$ cat config.mk
export PLATFORM = sky130hd
export DESIGN_NAME = column_select_debouncer
export DESIGN_NICKNAME = d
export VERILOG_FILES = /design/src/rtl/column_select_debouncer.sv
export SDC_FILE = /design/constraint.sdc
export NUM_CORES = 1
export LEC_CHECK = 0
export CAP_MARGIN = 15
export CORE_MARGIN = 2
export CORE_UTILIZATION = 50
export DETAILED_ROUTE_END_ITERATION = 8
export PLACE_DENSITY = 0.73
export SLEW_MARGIN = 0
export SYNTH_ARGS = -nofsm -noshare
export SYNTH_HDL_FRONTEND = slang
export SYNTH_SLANG_ARGS = --single-unit
$ cat constraint.sdc
create_clock -name clk -period 3.5 [get_ports clk]
set_input_delay 0.875 -clock clk [delete_from_list [all_inputs] [get_ports clk]]
set_output_delay 0.875 -clock clk [all_outputs]
set_load 0.01 [all_outputs]
$ cat src/rtl/column_select_debouncer.sv
// Column button front end: two-flop synchroniser, stability debouncer and a
// press/transfer/release FSM delivering one encoded column per physical press.
module column_select_debouncer #(
   parameter int NUM_COLS        = 4,
   parameter int COL_W           = 2,
   parameter int DEBOUNCE_CYCLES = 4,
   parameter int CNT_W           = 3
) (
   input  logic                clk,
   input  logic                reset,
   input  logic [NUM_COLS-1:0] in_column,
   input  logic                col_ready,
   output logic [COL_W-1:0]    column_decode,
   output logic                col_valid,
   output logic                multi_err
);

   typedef enum logic [1:0] {IDLE, PRESENT, WAIT_RELEASE} state_t;

   localparam logic [CNT_W-1:0] CNT_MAX = CNT_W'(DEBOUNCE_CYCLES);

   logic [NUM_COLS-1:0] s1_q, s1_d, s2_q, s2_d, cand_q, cand_d;
   logic [CNT_W-1:0]    cnt_q, cnt_d;
   state_t              state_q, state_d;
   logic [COL_W-1:0]    column_decode_q, column_decode_d;
   logic                col_valid_q, col_valid_d;
   logic                multi_err_q, multi_err_d;
   logic                stable;

   function automatic int count_ones(input logic [NUM_COLS-1:0] v);
      int n;
      n = 0;
      for (int i = 0; i < NUM_COLS; i++) begin
         if (v[i]) n++;
      end
      return n;
   endfunction

   function automatic logic [COL_W-1:0] encode_col(input logic [NUM_COLS-1:0] v);
      logic [COL_W-1:0] idx;
      idx = '0;
      for (int i = 0; i < NUM_COLS; i++) begin
         if (v[i]) idx = COL_W'(i);
      end
      return idx;
   endfunction

   assign stable = (cnt_q == CNT_MAX);

   // Any change of the synchronised vector restarts the count; it saturates once stable.
   always_comb begin
      s1_d   = in_column;
      s2_d   = s1_q;
      cand_d = cand_q;
      cnt_d  = cnt_q;
      if (s2_q != cand_q) begin
         cand_d = s2_q;
         cnt_d  = CNT_W'(1);
      end else if (cnt_q < CNT_MAX) begin
         cnt_d = cnt_q + CNT_W'(1);
      end
   end

   always_comb begin
      state_d         = state_q;
      column_decode_d = column_decode_q;
      col_valid_d     = col_valid_q;
      multi_err_d     = 1'b0;
      case (state_q)
         IDLE: begin
            if (stable && (count_ones(cand_q) == 1)) begin
               column_decode_d = encode_col(cand_q);
               col_valid_d     = 1'b1;
               state_d         = PRESENT;
            end else if (stable && (count_ones(cand_q) >= 2)) begin
               multi_err_d = 1'b1;
               state_d     = WAIT_RELEASE;
            end
         end
         PRESENT: begin
            // The move is held until taken, even if the button is released first.
            if (col_valid_q && col_ready) begin
               col_valid_d = 1'b0;
               state_d     = WAIT_RELEASE;
            end
         end
         WAIT_RELEASE: begin
            if (stable && (cand_q == '0)) state_d = IDLE;
         end
         default: state_d = IDLE;
      endcase
   end

   always_ff @(posedge clk) begin
      if (reset) begin
         s1_q            <= '0;
         s2_q            <= '0;
         cand_q          <= '0;
         cnt_q           <= '0;
         state_q         <= IDLE;
         column_decode_q <= '0;
         col_valid_q     <= 1'b0;
         multi_err_q     <= 1'b0;
      end else begin
         s1_q            <= s1_d;
         s2_q            <= s2_d;
         cand_q          <= cand_d;
         cnt_q           <= cnt_d;
         state_q         <= state_d;
         column_decode_q <= column_decode_d;
         col_valid_q     <= col_valid_d;
         multi_err_q     <= multi_err_d;
      end
   end

   assign column_decode = column_decode_q;
   assign col_valid     = col_valid_q;
   assign multi_err     = multi_err_q;

endmodule

* Yosys cells after proc, flatten, opt, wreduce, memory -nomap -nowiden
Index checks and enable logic that the tools add are counted. W data, S select, Z words.
Storage, ports and cells: word-level logic and storage cells 74, input port bits 7, output and inout port bits 4, register bits after elaboration 21
Cells by class: reductions and logical operators 13, add/sub/neg operators 7, multiplexer cells 33, equal/unequal tests 9, bitwise operators 1, magnitude comparators 2
Operators with widths (number):
- $mux W32 | 18
- $add A32 B2 Y32 const B | 6
- $eq A32 B2 Y1 const B | 1
- $ge A32 B3 Y1 const B | 1
- $mux W2 | 6
- $mux W1 | 7
- $ne A2 B2 Y1 const B | 3
- $pmux W2 S3 | 1
- $reduce_and A3 Y1 | 2
- $logic_and A1 B1 Y1 | 4
- $logic_not A4 Y1 | 1
- $ne A4 B4 Y1 | 1
- $reduce_bool A2 Y1 | 2
- $add A3 B1 Y3 const B | 1
- $eq A3 B3 Y1 const B | 1
- $lt A3 B3 Y1 const B | 1
- $ne A3 B3 Y1 const B | 1
- $reduce_or A3 Y1 | 1
- $eq A2 B1 Y1 const B | 1
- $eq A2 B2 Y1 const B | 1
- $logic_not A2 Y1 | 1
- $pmux W1 S2 | 1
- $reduce_and A2 Y1 | 1
- $reduce_or A2 Y1 | 1
- $not A1 Y1 | 1

* Logic depth before layout (Yosys ltp)
depth in word-level cells 32, depth in mapped cells 9, gate-level depth less buffers 9

* Worst setup path before layout
No wires, ideal clock.
path type register to register, from register cand_q[1], to register column_decode_q[1], in the netlist column_decode[1], cell stages (with the launch flop) 10, setup time 0.121 ns, slack 0.932 ns, data required time 3.379 ns, data arrival time 2.447 ns, period minus slack after synthesis 2.568 ns, path through dfxtp_1 inv_1 ha_1 buf_6 xor2_1 ha_1 and2b_4 a221oi_1 or4_4 mux2_4
On the way: longest elaborated chain between the ends 11
Ends and longest elaborated chain:
- from (decl) | RTL line 22 | logic [NUM_COLS-1:0] s1_q, s1_d, s2_q, s2_d, cand_q, cand_d;
- from (signal assigned) | RTL line 107 | cand_q <= cand_d;
- $mux W32 * | RTL line 34 | if (v[i]) n++;
- $mux W32 * | RTL line 69 | case (state_q)
- $add A32 B2 Y32 | RTL line 34
- $mux W32 * | RTL line 34
- $mux W32 * | RTL line 69
- $add A32 B2 Y32 | RTL line 34
- $mux W32 * | RTL line 34
- $mux W32 * | RTL line 69
- $eq A32 B2 Y1 * | RTL line 71 | if (stable && (count_ones(cand_q) == 1)) begin
- $logic_and A1 B1 Y1 * | RTL line 71
- $reduce_and A2 Y1 (no line) *
- to (signal assigned) | RTL line 110 | column_decode_q <= column_decode_d;
- to (decl) | RTL line 25 | logic [COL_W-1:0] column_decode_q, column_decode_d;
Mark *: on every way between the ends. The rest lies on a longest branch, timed or not. The select of a mux whose other input is x is not followed. A chain may end at the register's enable or synchronous reset.

* Final worst setup path
Same ends and word-level chain as after synthesis.

==> results.py <==
metrics = {
    "routing": {
        "drtPass1Iterations": 4,
        "drc_errors": 0,
        "ant_nets": 0,
        "vias": 748,
        "viasPerCell": 5.23,
        "wl_per_cell_um": 12.1,
        "drtIter0Drc": 20,
        "drt_wl_total_um": 1730,
    },
    "clock_tree": {
        "post_cts_buffers": 0,
        "clockRootBuffer": "clkbuf_4",
        "cts_hold_buffers": 0,
        "cts_num_sinks": 21,
        "clk_pin_slew_worst_paths_ns": 0.12,
        "cts_tree": "built",
        "cts_buffer_depth": 2,
        "cts_resized": 0,
        "clock_latency_ns": 0.31,
        "cts_made_buffers": 3,
        "htree_levels": 1,
    },
    "global_routing": {
        "grt-ovfl-total": 0,
        "track_usage_pct": 16.7,
        "grt_max_degree": 22,
        "antenna_found_initial": 0,
        "grt_pass1_wl_um": 3060,
        "grt_pass1_vias": 717,
    },
    "setup_path": {
        "cpMaxStageDelayCell": "or4_4",
        "crit_path_end_kind": "register",
        "cp_cell_sequence": "inv_1 -> ha_1 -> xor2_1 -> ha_1 -> and2b_4 -> a221oi_1 -> or4_4 -> mux2_4",
        "worstPathMaxFanout": 8,
        "critPathKind": "reg -> reg",
        "cp_num_buf_inv": 1,
        "critPathTopFamily": "simple AND/OR/NAND/NOR gates",
        "required_ns": 3.72,
        "start_kind": "register",
        "critPathMaxStageDelay_ns": 0.58,
        "crit_top_cell": "ha_1",
        "crit_arrival_ns": 3.02,
    },
    "flow_run": {
        "drv_cap": 0,
    },
    "yosys": {
        "syn_area_um2": 992,
        "synth_edf_count": 0,
        "ys.flop_type": "dfxtp_1",
        "yosysSeqAreaShare_pct": 42.4,
        "synth-seq-cells": 21,
        "synth_nets": 119,
        "async_flop_share_pct": 0,
        "yosysWarnings": 0,
        "avgSynthCellArea_um2": 9.36,
        "synthDistinctLibCells": 29,
        "synth_cells": 106,
    },
    "floorplan": {
        "start_util_pct": 51.6,
        "core_area_mm2": 0.00192,
        "io_pins": 11,
        "row_count": 16,
        "die-area_mm2": 0.00236,
        "die_w_um": 48.5,
        "dieHeight_um": 48.5,
    },
    "finish": {
        "mostFrequentLayoutCells": "21 x dfxtp_1, 14 x nor2b_1, 10 x clkdlybuf4s50_1, 9 x inv_1, 9 x nor2_1",
        "final_common_cell": "dfxtp_1",
        "fin_cells": 143,
        "drive_gt1_share_pct": 8.62,
        "fill_cells": 188,
        "nets": 130,
        "final_util_pct": 58.8,
        "design_area_mm2": 0.00113,
        "diodes": 0,
        "syn_to_final_growth_pct": 13.9,
    },
    "sta": {
        "period_minus_slack_ns": 2.80,
        "rsz0062_at_grt": "no",
        "clock_skew_ns": 0.00314,
        "worst_slew_pin_slew_ns": 0.491,
        "final_hold_viol_count": 0,
        "period_share_pct": 80.1,
        "relSlewSlack_pct": 67.3,
        "slew_viol_final": 0,
        "timing.setup.tns_ns": 0,
        "fmax_mhz": 357,
        "finalSetupViolCount": 0,
    },
    "pwr": {
        "internal_power_mw": 0.312,
        "power.switching_mw": 0.104,
        "pwr-share-clk_pct": 29.2,
        "report.power.total_mw": 0.416,
        "p_comb_share_pct": 9.9,
        "powerDensity_mw_per_mm2": 368,
        "worst_ir_drop_vdd_v": 0.000386,
        "p_leak_nw": 0.460,
        "pwr-share-seq_pct": 60.9,
        "p_sw_share_pct": 24.9,
    },
    "placed_design": {
        "hpwl_um": 1320,
        "dpl-instance-area_mm2": 0.00110,
        "io_buffers": 10,
        "place_congestion": 0.794,
        "dp.cells": 139,
    },
    "outcome": {
        "status": "finished clean",
    },
    "hold_path": {
        "worstHoldPathType": "reg -> reg",
    },
}
[cells by family after synthesis]
family,after synthesis,synth area share [%]
AND/OR/NAND/NOR,40,23.5
flip-flops,21,42.4
AO/OA/AOI/OAI,15,9.96
buffers and inverters,14,6.81
XOR/XNOR,7,6.18
adder cells (fa/ha/maj),6,7.57
multiplexers,3,3.66
[power groups by stage]
stage / Combinational [mW] / Sequential (mW) / Clock [mW]
final: 0.0412 / 0.253 / 0.121
after global placement: 0.0392 / 0.258 / 0
after floorplan: 0.0306 / 0.256 / 0
after detailed placement: 0.0412 / 0.258 / 0
after CTS: 0.0415 / 0.253 / 0.127
after global routing: 0.0463 / 0.255 / 0.131
[final timing paths]
kind / from / to / slack (ns) / depth (start not counted)
setup / recovery: cand_q[1] / column_decode[1] / 0.70 / 8
setup reg to reg: cand_q[1] / column_decode[1] / 0.70 / 8
hold / removal: s1_q[3] / s2_q[3] / 0.45 / 1
hold reg to reg: s1_q[3] / s2_q[3] / 0.45 / 1
[through the flow]
stage | worst slack (ns) | hold slack [ns]
floorplan | 0.932 | 0.414
global placement | 0.837 | 0.418
detailed placement | 0.709 | 0.430
CTS | 0.697 | 0.458
global route | 0.512 | 0.468
finish | 0.695 | 0.454
[per-layer routing]
| metal | global-route usage (%) | routed length [um] | up-vias | share of wire (%) |
|---|---|---|---|---|
| li1 | - | - | 375 | - |
| met1 | 17.1 | 708 | 345 | 41 |
| met2 | 30.1 | 906 | 24 | 52 |
| met3 | 5.86 | 85 | 4 | 4.9 |
| met4 | 8.57 | 31 | 0 | 1.8 |
| met5 | 0 | 0 | - | 0 |
[Yosys cell counts, types with 2 or more instances]
cell type	instances	share of area, %
a21oi_1	6	3.0
dfxtp_1	21	42
nor2b_1	14	8.8
buf_4	2	1.5
nand3_1	2	1.0
clkbuf_1	2	0.76
a221oi_1	2	1.8
nand2b_1	4	2.5
inv_1	9	3.4
nor2_1	9	3.4
xor2_1	7	6.2
ha_1	6	7.6
nand2_1	3	1.1
a311oi_1	2	1.8
nor4_1	3	1.9
[area by class of cell]
cell class	count	area [um2]	area share (%)
clock buffers	3	22.5	1.99
repair buffers	11	108	9.52
multi-input cells	71	504	44.6
flip-flops and latches	21	420	37.2
well taps	27	33.8	2.99
clock inverters	1	7.51	0.664
inverters	9	33.8	2.99
[sequential cells by signal, summed over array words and instances (netlist names)]
register / count
s2_q: 4
cnt_q: 3
s1_q: 4
multi_err: 1
col_valid: 1
cand_q: 4
state_q: 2
column_decode: 2
[worst register-to-register path: stages, from the launching register on]
cell and delay [ns]:
dfxtp_1 0.41, inv_1 0.09, ha_1 0.39, xor2_1 0.19
ha_1 0.34, and2b_4 0.27, a221oi_1 0.13, or4_4 0.58
mux2_4 0.31
Note: power is estimated with default switching activity, not from simulation.
